==> config.mk <==
export PLATFORM = sky130hd
export DESIGN_NAME = sbus_arb_flat
export DESIGN_NICKNAME = d
export VERILOG_FILES = /design/src/rtl/sbus_arb_if.sv /design/src/rtl/sbus_arb.sv /design/src/flat_wrapper.sv
export SDC_FILE = /design/constraint.sdc
export NUM_CORES = 1
export LEC_CHECK = 0
export CORE_AREA = 2 2 169 171
export DETAILED_ROUTE_END_ITERATION = 7
export DIE_AREA = 0 0 171 173
export PLACE_DENSITY = 0.47
export SETUP_SLACK_MARGIN = 0.1
export SLEW_MARGIN = 10
export SYNTH_ARGS = -nofsm -noshare
export SYNTH_HDL_FRONTEND = slang
export SYNTH_SLANG_ARGS = --single-unit
==> constraint.sdc <==
create_clock -name clk_i -period 2.51 [get_ports clk_i]
set_clock_uncertainty 0.1 [all_clocks]
set_input_delay 0.753 -clock clk_i [delete_from_list [all_inputs] [get_ports clk_i]]
set_output_delay 0.753 -clock clk_i [all_outputs]
set_load 0.02 [all_outputs]
==> src/rtl/sbus_arb_if.sv <==
// -----------------------------------------------------------------------------
// sbus_arb_if -- bundle of the arbiter's master-side and wrapper-side signals.
//
// Parameters: NM masters, AW address bits, DW data bits, BW burst-count bits.
//
// Master side (per master k, packed as [k*W +: W]):
//   m_stb_i, m_we_i, m_adr_i, m_dat_i, m_sel_i, m_burst_cnt_i  -> arbiter
//   m_dat_o, m_ack_o, m_err_o                                  <- arbiter
//   grant_o                                                    <- arbiter
// Wrapper side (single downstream port):
//   wrp_dat_i, wrp_ack_i, wrp_ack_bus_i                        -> arbiter
//   wrp_dat_o, wrp_adr_o, wrp_stb_o, wrp_we_o, wrp_sel_o,
//   wrp_burst_cnt_o                                            <- arbiter
//
// Modports: slave = arbiter view, master = environment view.
// -----------------------------------------------------------------------------
interface sbus_arb_if #(
    parameter int NM = 3,
    parameter int AW = 32,
    parameter int DW = 32,
    parameter int BW = 4
);
    logic [NM-1:0]    m_stb_i;
    logic [NM-1:0]    m_we_i;
    logic [NM*AW-1:0] m_adr_i;
    logic [NM*DW-1:0] m_dat_i;
    logic [NM*4-1:0]  m_sel_i;
    logic [NM*BW-1:0] m_burst_cnt_i;
    logic [NM*DW-1:0] m_dat_o;
    logic [NM-1:0]    m_ack_o;
    logic [NM-1:0]    m_err_o;
    logic [NM-1:0]    grant_o;

    logic [DW-1:0]    wrp_dat_i;
    logic             wrp_ack_i;
    logic             wrp_ack_bus_i;
    logic [DW-1:0]    wrp_dat_o;
    logic [AW-1:0]    wrp_adr_o;
    logic             wrp_stb_o;
    logic             wrp_we_o;
    logic [3:0]       wrp_sel_o;
    logic [BW-1:0]    wrp_burst_cnt_o;

    modport slave (
        input  m_stb_i, m_we_i, m_adr_i, m_dat_i, m_sel_i, m_burst_cnt_i,
        output m_dat_o, m_ack_o, m_err_o, grant_o,
        input  wrp_dat_i, wrp_ack_i, wrp_ack_bus_i,
        output wrp_dat_o, wrp_adr_o, wrp_stb_o, wrp_we_o, wrp_sel_o, wrp_burst_cnt_o
    );

    modport master (
        output m_stb_i, m_we_i, m_adr_i, m_dat_i, m_sel_i, m_burst_cnt_i,
        input  m_dat_o, m_ack_o, m_err_o, grant_o,
        output wrp_dat_i, wrp_ack_i, wrp_ack_bus_i,
        input  wrp_dat_o, wrp_adr_o, wrp_stb_o, wrp_we_o, wrp_sel_o, wrp_burst_cnt_o
    );
endinterface

==> src/rtl/sbus_arb.sv <==
// -----------------------------------------------------------------------------
// sbus_arb -- round-robin arbiter of NM bus masters onto one wrapper port.
//
// Masters (0 icache, 1 dcache, 2 bg by default) raise m_stb_i; from IDLE the
// arbiter grants the first requester after the last-served one, then passes
// the granted master's request straight through to the wrapper (address
// offset by ADR_OFS[k]) and routes wrapper data/acks back to that master
// only. The transaction ends on wrp_ack_bus_i, on the master dropping its
// strobe, or (optionally) on a timeout; an idle cycle always follows.
//
// Ports:
//   clk_i  - system clock, rising edge
//   rst_n  - asynchronous active-low reset
//   bus    - sbus_arb_if.slave, all master and wrapper signals
//
// Optional feature: define SBUS_ARB_TIMEOUT_EN to add a beat timeout. The
// counter restarts on SERVICE entry and on every wrp_ack_i; if it reaches
// TO_CYC-1 without an ack the granted master gets a one-cycle m_err_o pulse
// and the arbiter returns to IDLE. Without the macro m_err_o is tied to 0.
// -----------------------------------------------------------------------------
module sbus_arb #(
    parameter int               NM      = 3,
    parameter int               AW      = 32,
    parameter int               DW      = 32,
    parameter int               BW      = 4,
    parameter logic [NM*AW-1:0] ADR_OFS = {32'h0, 32'h0100_0000, 32'h0},
    parameter int               TO_CYC  = 256
) (
    input  logic     clk_i,
    input  logic     rst_n,
    sbus_arb_if.slave bus
);

    localparam int IW = (NM > 1) ? $clog2(NM) : 1;

    // Configurations outside NM 2..8 / TO_CYC 1..65535 are unsupported;
    // this block exists only to flag such a parameter set in the hierarchy.
    if (NM < 2 || NM > 8 || TO_CYC < 1 || TO_CYC > 65535) begin : g_unsupported_params
    end

    typedef enum logic {
        IDLE    = 1'b0,
        SERVICE = 1'b1
    } state_t;

    state_t        state_reg, state_next;
    logic [IW-1:0] gnt_reg, gnt_next;
    logic [IW-1:0] lst_reg, lst_next;

    // ------------------------------------------------------------------
    // Per-master views of the packed buses
    // ------------------------------------------------------------------
    logic [AW-1:0] adr_arr   [NM];
    logic [DW-1:0] dat_arr   [NM];
    logic [3:0]    sel_arr   [NM];
    logic [BW-1:0] burst_arr [NM];

    genvar gi;
    generate
        for (gi = 0; gi < NM; gi++) begin : g_unpack
            // Sum is taken at AW bits so the offset wraps around.
            assign adr_arr[gi]   = bus.m_adr_i[gi*AW +: AW] + ADR_OFS[gi*AW +: AW];
            assign dat_arr[gi]   = bus.m_dat_i[gi*DW +: DW];
            assign sel_arr[gi]   = bus.m_sel_i[gi*4 +: 4];
            assign burst_arr[gi] = bus.m_burst_cnt_i[gi*BW +: BW];
        end
    endgenerate

    logic svc;
    logic stb_g;
    assign svc   = (state_reg == SERVICE);
    assign stb_g = bus.m_stb_i[gnt_reg];

    // ------------------------------------------------------------------
    // Round-robin pick: first requester at lst+1, lst+2, ... modulo NM.
    // Stepping i up to NM means the last-served master is checked last.
    // ------------------------------------------------------------------
    logic          rr_hit;
    logic [IW-1:0] rr_idx;
    logic [IW-1:0] rr_cand;

    always_comb begin
        rr_hit  = 1'b0;
        rr_idx  = '0;
        rr_cand = '0;
        for (int i = 1; i <= NM; i++) begin
            rr_cand = IW'((int'(lst_reg) + i) % NM);
            if (!rr_hit && bus.m_stb_i[rr_cand]) begin
                rr_hit = 1'b1;
                rr_idx = rr_cand;
            end
        end
    end

    // ------------------------------------------------------------------
    // Optional beat timeout
    // ------------------------------------------------------------------
    logic to_hit;

`ifdef SBUS_ARB_TIMEOUT_EN
    logic [15:0] to_cnt_reg, to_cnt_next;

    // A completing transaction or an aborting master wins over a timeout.
    assign to_hit = svc && stb_g && !bus.wrp_ack_i && !bus.wrp_ack_bus_i &&
                    (to_cnt_reg == 16'(TO_CYC - 1));

    always_comb begin
        to_cnt_next = '0;
        if (svc && !bus.wrp_ack_i) begin
            to_cnt_next = to_cnt_reg + 16'd1;
        end
    end

    always_ff @(posedge clk_i or negedge rst_n) begin
        if (!rst_n) begin
            to_cnt_reg <= '0;
        end else begin
            to_cnt_reg <= to_cnt_next;
        end
    end
`else
    assign to_hit = 1'b0;
`endif

    // ------------------------------------------------------------------
    // FSM
    // ------------------------------------------------------------------
    always_ff @(posedge clk_i or negedge rst_n) begin
        if (!rst_n) begin
            state_reg <= IDLE;
            gnt_reg   <= '0;
            lst_reg   <= IW'(NM - 1);
        end else begin
            state_reg <= state_next;
            gnt_reg   <= gnt_next;
            lst_reg   <= lst_next;
        end
    end

    always_comb begin
        state_next = state_reg;
        gnt_next   = gnt_reg;
        lst_next   = lst_reg;
        case (state_reg)
            IDLE: begin
                if (rr_hit) begin
                    state_next = SERVICE;
                    gnt_next   = rr_idx;
                end
            end
            SERVICE: begin
                if (bus.wrp_ack_bus_i || !stb_g || to_hit) begin
                    state_next = IDLE;
                    lst_next   = gnt_reg;
                end
            end
            default: begin
                state_next = IDLE;
            end
        endcase
    end

    // ------------------------------------------------------------------
    // Outputs: everything qualified by svc, so reset clears them at once.
    // ------------------------------------------------------------------
    logic [NM-1:0] gnt_oh;

    always_comb begin
        gnt_oh = '0;
        if (svc) begin
            gnt_oh[gnt_reg] = 1'b1;
        end
    end

    assign bus.grant_o = gnt_oh;

    generate
        for (gi = 0; gi < NM; gi++) begin : g_route
            assign bus.m_dat_o[gi*DW +: DW] = gnt_oh[gi] ? bus.wrp_dat_i : '0;
            assign bus.m_ack_o[gi]          = gnt_oh[gi] & bus.wrp_ack_i;
            assign bus.m_err_o[gi]          = gnt_oh[gi] & to_hit;
        end
    endgenerate

    assign bus.wrp_stb_o       = svc & stb_g;
    assign bus.wrp_we_o        = svc & bus.m_we_i[gnt_reg];
    assign bus.wrp_adr_o       = svc ? adr_arr[gnt_reg]   : '0;
    assign bus.wrp_dat_o       = svc ? dat_arr[gnt_reg]   : '0;
    assign bus.wrp_sel_o       = svc ? sel_arr[gnt_reg]   : '0;
    assign bus.wrp_burst_cnt_o = svc ? burst_arr[gnt_reg] : '0;

endmodule

==> src/flat_wrapper.sv <==
// flat-port wrapper written by rule: the top's interface ports become plain ports
module sbus_arb_flat 
#(
    parameter int               NM      = 3,
    parameter int               AW      = 32,
    parameter int               DW      = 32,
    parameter int               BW      = 4,
    parameter logic [NM*AW-1:0] ADR_OFS = {32'h0, 32'h0100_0000, 32'h0},
    parameter int               TO_CYC  = 256
)
  (clk_i, rst_n, bus_m_stb_i, bus_m_we_i, bus_m_adr_i, bus_m_dat_i, bus_m_sel_i, bus_m_burst_cnt_i, bus_m_dat_o, bus_m_ack_o, bus_m_err_o, bus_grant_o, bus_wrp_dat_i, bus_wrp_ack_i, bus_wrp_ack_bus_i, bus_wrp_dat_o, bus_wrp_adr_o, bus_wrp_stb_o, bus_wrp_we_o, bus_wrp_sel_o, bus_wrp_burst_cnt_o);
  sbus_arb_if #(.NM(NM), .AW(AW), .DW(DW), .BW(BW)) bus_i ();
  input  logic clk_i;
  input  logic rst_n;
  input wire logic [$bits(bus_i.m_stb_i)-1:0] bus_m_stb_i;
  input wire logic [$bits(bus_i.m_we_i)-1:0] bus_m_we_i;
  input wire logic [$bits(bus_i.m_adr_i)-1:0] bus_m_adr_i;
  input wire logic [$bits(bus_i.m_dat_i)-1:0] bus_m_dat_i;
  input wire logic [$bits(bus_i.m_sel_i)-1:0] bus_m_sel_i;
  input wire logic [$bits(bus_i.m_burst_cnt_i)-1:0] bus_m_burst_cnt_i;
  output wire logic [$bits(bus_i.m_dat_o)-1:0] bus_m_dat_o;
  output wire logic [$bits(bus_i.m_ack_o)-1:0] bus_m_ack_o;
  output wire logic [$bits(bus_i.m_err_o)-1:0] bus_m_err_o;
  output wire logic [$bits(bus_i.grant_o)-1:0] bus_grant_o;
  input wire logic [$bits(bus_i.wrp_dat_i)-1:0] bus_wrp_dat_i;
  input wire logic [$bits(bus_i.wrp_ack_i)-1:0] bus_wrp_ack_i;
  input wire logic [$bits(bus_i.wrp_ack_bus_i)-1:0] bus_wrp_ack_bus_i;
  output wire logic [$bits(bus_i.wrp_dat_o)-1:0] bus_wrp_dat_o;
  output wire logic [$bits(bus_i.wrp_adr_o)-1:0] bus_wrp_adr_o;
  output wire logic [$bits(bus_i.wrp_stb_o)-1:0] bus_wrp_stb_o;
  output wire logic [$bits(bus_i.wrp_we_o)-1:0] bus_wrp_we_o;
  output wire logic [$bits(bus_i.wrp_sel_o)-1:0] bus_wrp_sel_o;
  output wire logic [$bits(bus_i.wrp_burst_cnt_o)-1:0] bus_wrp_burst_cnt_o;
  assign bus_i.m_stb_i = bus_m_stb_i;
  assign bus_i.m_we_i = bus_m_we_i;
  assign bus_i.m_adr_i = bus_m_adr_i;
  assign bus_i.m_dat_i = bus_m_dat_i;
  assign bus_i.m_sel_i = bus_m_sel_i;
  assign bus_i.m_burst_cnt_i = bus_m_burst_cnt_i;
  assign bus_m_dat_o = bus_i.m_dat_o;
  assign bus_m_ack_o = bus_i.m_ack_o;
  assign bus_m_err_o = bus_i.m_err_o;
  assign bus_grant_o = bus_i.grant_o;
  assign bus_i.wrp_dat_i = bus_wrp_dat_i;
  assign bus_i.wrp_ack_i = bus_wrp_ack_i;
  assign bus_i.wrp_ack_bus_i = bus_wrp_ack_bus_i;
  assign bus_wrp_dat_o = bus_i.wrp_dat_o;
  assign bus_wrp_adr_o = bus_i.wrp_adr_o;
  assign bus_wrp_stb_o = bus_i.wrp_stb_o;
  assign bus_wrp_we_o = bus_i.wrp_we_o;
  assign bus_wrp_sel_o = bus_i.wrp_sel_o;
  assign bus_wrp_burst_cnt_o = bus_i.wrp_burst_cnt_o;
  sbus_arb #(.NM(NM), .AW(AW), .DW(DW), .BW(BW), .ADR_OFS(ADR_OFS), .TO_CYC(TO_CYC)) u_core (.clk_i(clk_i), .rst_n(rst_n), .bus(bus_i));
endmodule
* Word level (Yosys, flattened, before mapping)
Cells that the tools add are included.
Storage, ports and cells: flip-flop bits (word level) 5, bits in latches 0, RAM bits 0, ROM bits 0, output and inout port bits 179, logic and storage cells 73, memories 0
Operators by class: $add $sub $neg 4, $mul 0, divide/modulo/power cells 3, order comparisons 6, eq/ne operators 0, shift-type cells 0, muxes and demuxes 41, bitwise logic cells 7, reduce and logical (&&, ||, !) cells 9
Operators by type and width (number):
- $mux W32 | 9
- $bmux W32 S2 | 2
- $mod A32 B3 Y32 const B | 3
- $add A32 B25 Y32 const B | 1
- $mux W4 | 6
- $bmux W4 S2 | 2
- $lt A2 B3 Y1 const B | 4
- $mux W1 | 11
- $bmux W1 S2 | 5
- $add A2 B2 Y3 const B | 2
- $mux W2 | 3
- $and A1 B1 Y1 | 5
- $reduce_and A2 Y1 | 2
- $add A2 B1 Y3 const B | 1
- $ge A3 B3 Y1 const B | 1
- $logic_and A1 B1 Y1 | 3
- $logic_not A1 Y1 | 3
- $mux W3 | 1
- $not A2 Y3 | 1
- $demux W1 S2 | 1
- $ge A2 B1 Y1 const B | 1
- $pmux W1 S2 | 1
- $logic_or A1 B1 Y1 | 1
- $not A1 Y1 | 1

* Logic depth before layout (Yosys ltp)
Gate-level depths: netlist of the first run.
depth after elaboration 13, depth in mapped cells 7

* Worst setup path before layout of the first run
No wires, ideal clock.
path type input to output, start input port bus_m_adr_i[56], end output port bus_wrp_adr_o[30], data arrival time 1.882 ns, path slack -0.225 ns, stages 5, buffers on the path 0, cell sequence ha_1 inv_1 or3_1 a211o_1 a21oi_2
Between the ends: cells in the longest elaborated chain, start to end 5
Ends and longest elaborated chain:
- from (decl) | line flat_wrapper.sv:17 | input wire logic [$bits(bus_i.m_adr_i)-1:0] bus_m_adr_i;
- $add A32 B25 Y32 | line sbus_arb.sv:62 | assign adr_arr[gi] = bus.m_adr_i[gi*AW +: AW] + ADR_OFS[gi*AW +: AW];
- $bmux W32 S2 | line sbus_arb.sv:187 | assign bus.wrp_adr_o = svc ? adr_arr[gnt_reg] : '0;
- $mux W32 (implied by the code) (2 in a row) | line sbus_arb.sv:187
- $mux W32 | line sbus_arb.sv:187
- to (decl) | line flat_wrapper.sv:29 | output wire logic [$bits(bus_i.wrp_adr_o)-1:0] bus_wrp_adr_o;
Every way passes these cells. The select of a mux whose other input is x is not followed.

* Worst setup path in the final report of the first run
start input port bus_m_adr_i[62], end output port bus_wrp_adr_o[30]
Same word-level chain as after synthesis.

==> summary.md, run 1 <==
| Metric | Value |
|---|---|
| Status | `complete, but fails checks` |
| Violated checks | `negative setup slack` |
| Clk Latency, worst-skew pair | `0.23 ns` |
| Logic gate share of total power | `around 96%` |
| Finished Layout Cells | `roughly 1400` |
| Largest family of logic cells by synthesized area | `simple AND/OR/NAND/NOR gates` |
| Critical path startpoint category | `input port` |
| Adder-cell share of the synthesized area | `under 10%` |
| Avg Cell Area, Syn | `slightly above 6 µm²` |
| Seq pwr share | `under 10%` |
| RR Startpoint | `u_core.gnt_reg[0]` |
| Buf+Inv Stages, Crit Path | `2` |
| Fin util | `just under 40%` |
| Initial DRC count | `between 100 and 150` |
| Compound-cell area share of the yosys netlist | `a little under a fifth` |
| Post-Route WL | `27.3 mm` |
| Power Internal | `about 6.3 mW` |
| Clk pwr share | `approximately 2.3%` |
| Number of global-route vias before repair | `between 5000 and 6000` |
| Core area | `about 28000 µm²` |
| CP max stage cell | `or3_4` |
| Post-synthesis mux area share | `a little under a quarter` |
| Area contributors post-synth | `mux2i_1, and2_1, nor2_1, a21oi_1, dfrtp_1` |
| Largest net degree at the start of global routing | `33` |
| R2r endpoint | `u_core.lst_reg[1]` |
| Synth Area in XOR/XNOR | `approximately 1.1%` |
| CP top delay family | `compound AO/OA/AOI/OAI gates` |
| Final worst slack | `-0.316 ns` |
| PD cells | `roughly 1100 nW/µm²` |
| CP Data Arrival Time | `between 1.5 and 2 ns` |
| RSZ-0062 raised after global routing | `true` |
| Vias/cell | `just over 4` |
| CTS clock-pin slew for the worst setup and hold paths | `0.03 ns` |
| Reg-to-reg slack, setup | `0.41 ns` |
| Gr usage total | `between 10% and 20%` |
| CTS H-tree lvls | `1` |
| CTS sink cnt | `5` |
| Crit path max fanout | `2` |
| Simple-gate share of the synthesized area | `a little over two fifths` |
| Asr flop ratio synth | `100%` |
| Num CTS Buffers | `3` |
| Crit Path Category | `input port to primary output` |
| Final #Nets | `1316` |
| #FFs+latches synth | `5` |
| Slew Limit Fails | `0` |
| Peak VDD IR | `roughly 0.40 mV` |
| DP HPWL | `roughly 19 mm` |
| Overflow after GRT | `0` |
| Critical Path, Cell by Cell | `clkdlybuf4s15_1 > or3_4 > a211o_4 > a21oi_4 > buf_6` |
| Hold Path Class | `register to register` |
| Post-synthesis sequential area ratio | `under 10%` |
| Yosys warning count | `0` |
| Tmin final | `2.83 ns` |
| Post-synth EDFFs | `0` |
| Cells after Synth | `between 500 and 600` |
| WHS | `about 0.53 ns` |
| IO Count | `~440` |
| Post-placement cell count | `approximately 1300` |
| Max-Cap Viols | `0` |
| CP peak stage delay | `~0.40 ns` |
| CTS tree | `yes` |
| CP Capture Type | `primary output` |
| Clk root buf | `clkbuf_16` |
| # rows | `61` |
| CP startpoint | `bus_m_adr_i[62]` |
| Area Overhead vs Synth | `243%` |
| Post-synthesis cell area | `roughly 3100 µm²` |
| Reg2reg path depth | `8` |
| CP Capture Point | `bus_wrp_adr_o[30]` |
| DRC | `0` |
| Top_reg_cell synth | `dfrtp_1` |
| Drt first pass iters | `4` |
| Worst Path Required | `1.66 ns` |
| Max Buffers Root-to-Sink | `2` |
| First-pass GRT wire length | `about 36 mm` |
| Die width | `between 150 and 200 µm` |
| Sw power | `5.32 mW` |
| Initial core utilization | `between 10 and 15%` |
| Final RePlAce weighted congestion | `about 0.84` |
| Top cell type's share of synthesized area | `22.9%` |
| Final setup viols | `about 120` |
| I/O Buffers | `433` |
| Leading area contributor after synthesis | `mux2i_1` |
| DR vias | `~5800` |
| Synth unique cells | `48` |
| Final Hold Vio Count | `0` |
| Routed length per instance | `~19 µm` |
| Die Ht | `about 170 µm` |
| Hold_buf cts | `0` |
| Final period utilization | `113%` |
| CP Depth | `5` |
| Antenna violation net count after detailed routing | `0` |
| Layout cells sized above 1 | `50.2%` |
| Pleak | `about 4.8 nW` |
| Die ar. | `29600 µm²` |
| Switching Fraction | `about 46%` |
| Maximum clock rate | `about 350 MHz` |
| Initial antenna violation count | `6` |
metrics by stage:
| stage | instance area (µm²) | total power [mW] | TNS, ns | setup slack, ns |
|---|---|---|---|---|
| 2_1_floorplan | 3140 | 4.07 | -0.0840 | -0.0840 |
| 3_3_place_gp | 8320 | 7.89 | -74.96 | -1.32 |
| 3_5_place_dp | 8320 | 7.83 | -75.22 | -1.32 |
| 4_1_cts | 9530 | 10.2 | -11.17 | -0.344 |
| 5_1_grt | 10700 | 12.2 | -19.11 | -0.352 |
| 6_report | 10700 | 11.6 | -10.75 | -0.316 |
cell families (layout without fill, tap and decap cells):
| family | after synthesis | count (layout) |
|---|---|---|
| compound gates | 98 | 98 |
| other cells | 1 | 7 |
| xor+xnor | 4 | 4 |
| fa+ha+maj | 5 | 5 |
| flops | 5 | 5 |
| mux | 72 | 72 |
| buf+inv | 53 | 593 |
| simple gates | 272 | 272 |
cells in the final DEF, fill, tap and decap left out, types with 2 or more instances in the layout:
cell             Yosys  layout
inv_1                4       3
diode_2              0       4
and2_1             102      24
xnor2_2              0       2
nor2b_4              0       2
nor2_4               0       2
o21a_1               3       2
nand3_4              0       3
conb_1               1       3
o21ai_2              1       4
buf_4               10      91
buf_6                2     180
mux2i_4              0       4
and2_4               0      78
buf_12               0      25
nand2_1              6       2
nor2_1             142     125
a21oi_1             70      17
dfrtp_4              0       2
nand2_4              0       3
ha_1                 5       4
buf_2               11       2
clkbuf_16            0      13
a21oi_4              0       8
mux2i_2              0       3
o21ai_0              7       4
mux2i_1             71      64
a21oi_2              1      46
inv_2                2       2
dlymetal6s2s_1       0       7
dlygate4sd2_1        0      82
clkdlybuf4s50_1      0     160
nor2_2               1      16
buf_16               0      13
clkdlybuf4s15_1      0       2
nand4_1              2       2
nor2b_1              7       5
buf_8                0      11
Yosys cell counts (3+ instances only):
cell type	n
a21oi_1	70
and2_1	102
buf_1	3
buf_2	11
buf_4	10
clkbuf_1	21
dfrtp_1	4
ha_1	5
inv_1	4
mux2i_1	71
nand2_1	6
nand3_1	4
nor2_1	142
nor2b_1	7
o21a_1	3
o21ai_0	7
xnor2_1	3
power by group through the flow:
stage	Sequential [mW]	Combinational [mW]	Clock [mW]
2_1_floorplan	0.146	3.92	0
3_3_place_gp	0.234	7.66	0
3_5_place_dp	0.231	7.60	0
4_1_cts	0.194	9.75	0.265
5_1_grt	0.204	11.8	0.271
6_report	0.200	11.1	0.262
worst register-to-register path, delay by kind of cell (launching register included):
family                 cells  cell delay, ns
AO/OA/AOI/OAI              2            0.34
buffers and inverters      4            0.56
flip-flops                 1            0.50
multiplexers               2            0.52
area by class of cell:
class | count | area, µm²
fill | 2830 | 17000
multi-input combinational | 454 | 3520
sequential | 5 | 135
clock buffer | 4 | 78.8
antenna | 4 | 10.0
inverter | 6 | 30.0
timing repair buffer | 583 | 6420
tap | 378 | 473
layer usage:
metal,vias to the layer above,share of wire [%],global-route usage (%)
met1,2707,38,18.0
met5,-,0.099,0
met4,4,1.9,2.61
met2,293,53,31.2
met3,28,7.4,3.39
li1,2790,-,-
what timing repair did:
action / in CTS / in global routing
resized for setup: 1165 / 263
pin swaps: 77 / 91
cloned: 16 / 10
buffers inserted: 62 / 17
endpoints found under the setup margin: 176 / 176
endpoints found under the hold margin: 0 / 0
worst min-delay path by stage:
stage,startpoint,end,depth (start not counted)
after floorplan,rst_n,u_core.gnt_reg[0],0
after global placement,u_core.lst_reg[0],u_core.lst_reg[0],2
after detailed placement,u_core.lst_reg[0],u_core.lst_reg[0],2
after CTS,u_core.lst_reg[0],u_core.lst_reg[0],2
after global routing,u_core.lst_reg[0],u_core.lst_reg[0],2
final,u_core.lst_reg[0],u_core.lst_reg[0],2
Power figures use the tool's default switching activity.
==> run 2: changes to the inputs <==
--- a/config.mk
+++ b/config.mk
@@ -8,6 +8,7 @@
 export CORE_AREA = 2 2 169 171
 export DETAILED_ROUTE_END_ITERATION = 7
 export DIE_AREA = 0 0 171 173
+export MAX_ROUTING_LAYER = met4
 export PLACE_DENSITY = 0.47
 export SETUP_SLACK_MARGIN = 0.1
 export SLEW_MARGIN = 10
==> summary.md, run 2 (synthesis results as in run 1) <==
| Metric | Value |
|---|---|
| Status | `complete, but fails checks` |
| Violated checks | `negative setup slack` |
| Peak VDD IR | `0.407 mV (+0.77%)` |
| Max Buffers Root-to-Sink | `2 (unchanged)` |
| Design Area, Final | `10700 µm² (about the same)` |
| Area Overhead vs Synth | `244% (about the same)` |
| CTS clock-pin slew for the worst setup and hold paths | `0.03 ns (about the same)` |
| Worst Hold Depth | `2 (unchanged)` |
| Initial DRC count | `137 (+3.8%)` |
| DRC | `0 (unchanged)` |
| First-pass GRT wire length | `36.1 mm (about the same)` |
| Crit path max fanout | `2 (unchanged)` |
| WHS | `0.528 ns (-0.00268 ns)` |
| Commonest non-fill, non-tap cell in the layout | `buf_6` |
| Number of global-route vias before repair | `5748 (+0.38%)` |
| Initial core utilization | `11.2% (unchanged)` |
| Die width | `171 µm (unchanged)` |
| CP Capture Type | `primary output` |
| Tmin final | `2.82 ns (-0.00129 ns)` |
| Final setup viols | `116 (-1.7%)` |
| CTS tree | `yes` |
| RSZ-0062 raised after global routing | `true` |
| CP Data Arrival Time | `1.97 ns (about the same)` |
| DP HPWL | `18.7 mm (unchanged)` |
| Final RePlAce weighted congestion | `0.848 (+1.5%)` |
| Initial antenna violation count | `6 (unchanged)` |
| Post-placement cell count | `1332 (unchanged)` |
| RR Startpoint | `u_core.gnt_reg[0]` |
| I/O Buffers | `433 (unchanged)` |
| Placement Cell Area | `8320 µm² (unchanged)` |
| Critical path startpoint category | `input port` |
| Layout cells sized above 1 | `50.4% (+0.19 points)` |
| Final worst slack | `-0.315 ns (+0.00129 ns)` |
| Slew Limit Fails | `0 (unchanged)` |
| DR vias | `5821 (-0.017%)` |
| CTS sink cnt | `5 (unchanged)` |
| Max-Cap Viols | `0 (unchanged)` |
| Gr usage total | `16.6% (+0.49 points)` |
| Drt first pass iters | `4 (unchanged)` |
| Pleak | `4.78 nW (about the same)` |
| Hold_buf cts | `0 (unchanged)` |
| Worst Path Required | `1.66 ns (about the same)` |
| # rows | `61 (unchanged)` |
| Routed length per instance | `18.8 µm (-1.0%)` |
| Crit Path Category | `input port to primary output` |
| Final period utilization | `113% (about the same)` |
| Most frequent cells in the layout | `buf_6, clkdlybuf4s50_1, nor2_1` |
| Final Hold Vio Count | `0 (unchanged)` |
| Vias/cell | `4.05 (-0.16%)` |
| Clk Latency, worst-skew pair | `0.23 ns (about the same)` |
| IO Count | `437 (unchanged)` |
| Core area | `27600 µm² (unchanged)` |
| Final total power | `11.6 mW (+0.11%)` |
| Hold_sp | `u_core.lst_reg[0]` |
| Clk root buf | `clkbuf_16` |
| Die ar. | `29600 µm² (unchanged)` |
| Die Ht | `173 µm (unchanged)` |
| PD cells | `1090 nW/µm² (about the same)` |
| Maximum clock rate | `354 MHz (about the same)` |
| Overflow after GRT | `0 (unchanged)` |
| Reg2reg path depth | `8 (unchanged)` |
| CTS H-tree lvls | `1 (unchanged)` |
| Hold Path Class | `register to register` |
| CP startpoint | `bus_m_adr_i[57]` |
| Num CTS Buffers | `3 (unchanged)` |
| Antenna violation net count after detailed routing | `0 (unchanged)` |
| Finished Layout Cells | `1436 (+0.14%)` |
| Post-Route WL | `27.1 mm (-0.90%)` |
| Largest net degree at the start of global routing | `33 (unchanged)` |
| Final #Nets | `1316 (unchanged)` |
run 2: cell types whose count changed in the layout (fill, tap and decap cells not counted), sizes merged:
cell	before	now
diode	4	6
run 2: what timing repair did:
action                                 in CTS  in global routing
buffers inserted                           62                 17
endpoints found under the hold margin       0                  0
gates cloned                               16                 10
pin swaps                                  77                 91
setup endpoints to repair                 176                176
gates resized for setup                  1165                265
run 2: where the power goes:
part / switching, mW / leakage (nW) / internal, mW / total, mW
clock: 0.0489 / 0.0382 / 0.210 / 0.259
sequential: 0.0588 / 0.0560 / 0.142 / 0.200
combinational: 5.21 / 4.69 / 5.94 / 11.2
total: 5.32 / 4.78 / 6.29 / 11.6
run 2: per-stage QoR:
step	setup TNS, ns	util [%]	setup slack, ns
after floorplan	-0.0840	-	-0.0840
after global placement	-74.96	30.1	-1.32
after detailed placement	-75.22	30.1	-1.32
after CTS	-11.17	34.5	-0.344
after global routing	-19.02	38.6	-0.352
final	-10.47	38.6	-0.315
run 2: per-layer routing:
metal  track usage [%]  vias to the layer above  wire (µm)
met5                 -                        -          0
li1                  -                     2788          -
met1              18.5                     2699      10500
met3              2.68                       29       1790
met4              2.97                        0        595
met2              31.0                      305      14200
run 2: worst max-delay path, cell delays in order:
cell	delay (ns)
buf_8	0.08
ha_4	0.13
inv_2	0.03
or3_4	0.36
a211o_4	0.36
a21oi_4	0.13
buf_6	0.13
run 2: path summary, 6_finish.rpt:
path | slack, ns | end
worst max-delay path | -0.31 | bus_wrp_adr_o[30]
worst min-delay path | 0.53 | u_core.lst_reg[0]
worst max register to register | 0.41 | u_core.lst_reg[1]
worst min register to register | 0.53 | u_core.lst_reg[0]
max in group asynchronous | 1.42 | u_core.lst_reg[1]
min in group asynchronous | 0.64 | u_core.lst_reg[0]
run 2: cell type report:
class	count	area, µm²
Antenna cell	6	15.0
Clock buffer	4	78.8
Fill cell	2830	17000
Inverter	6	30.0
Multi-Input combinational cell	454	3520
Sequential cell	5	135
Tap cell	378	473
Timing Repair Buffer	583	6420
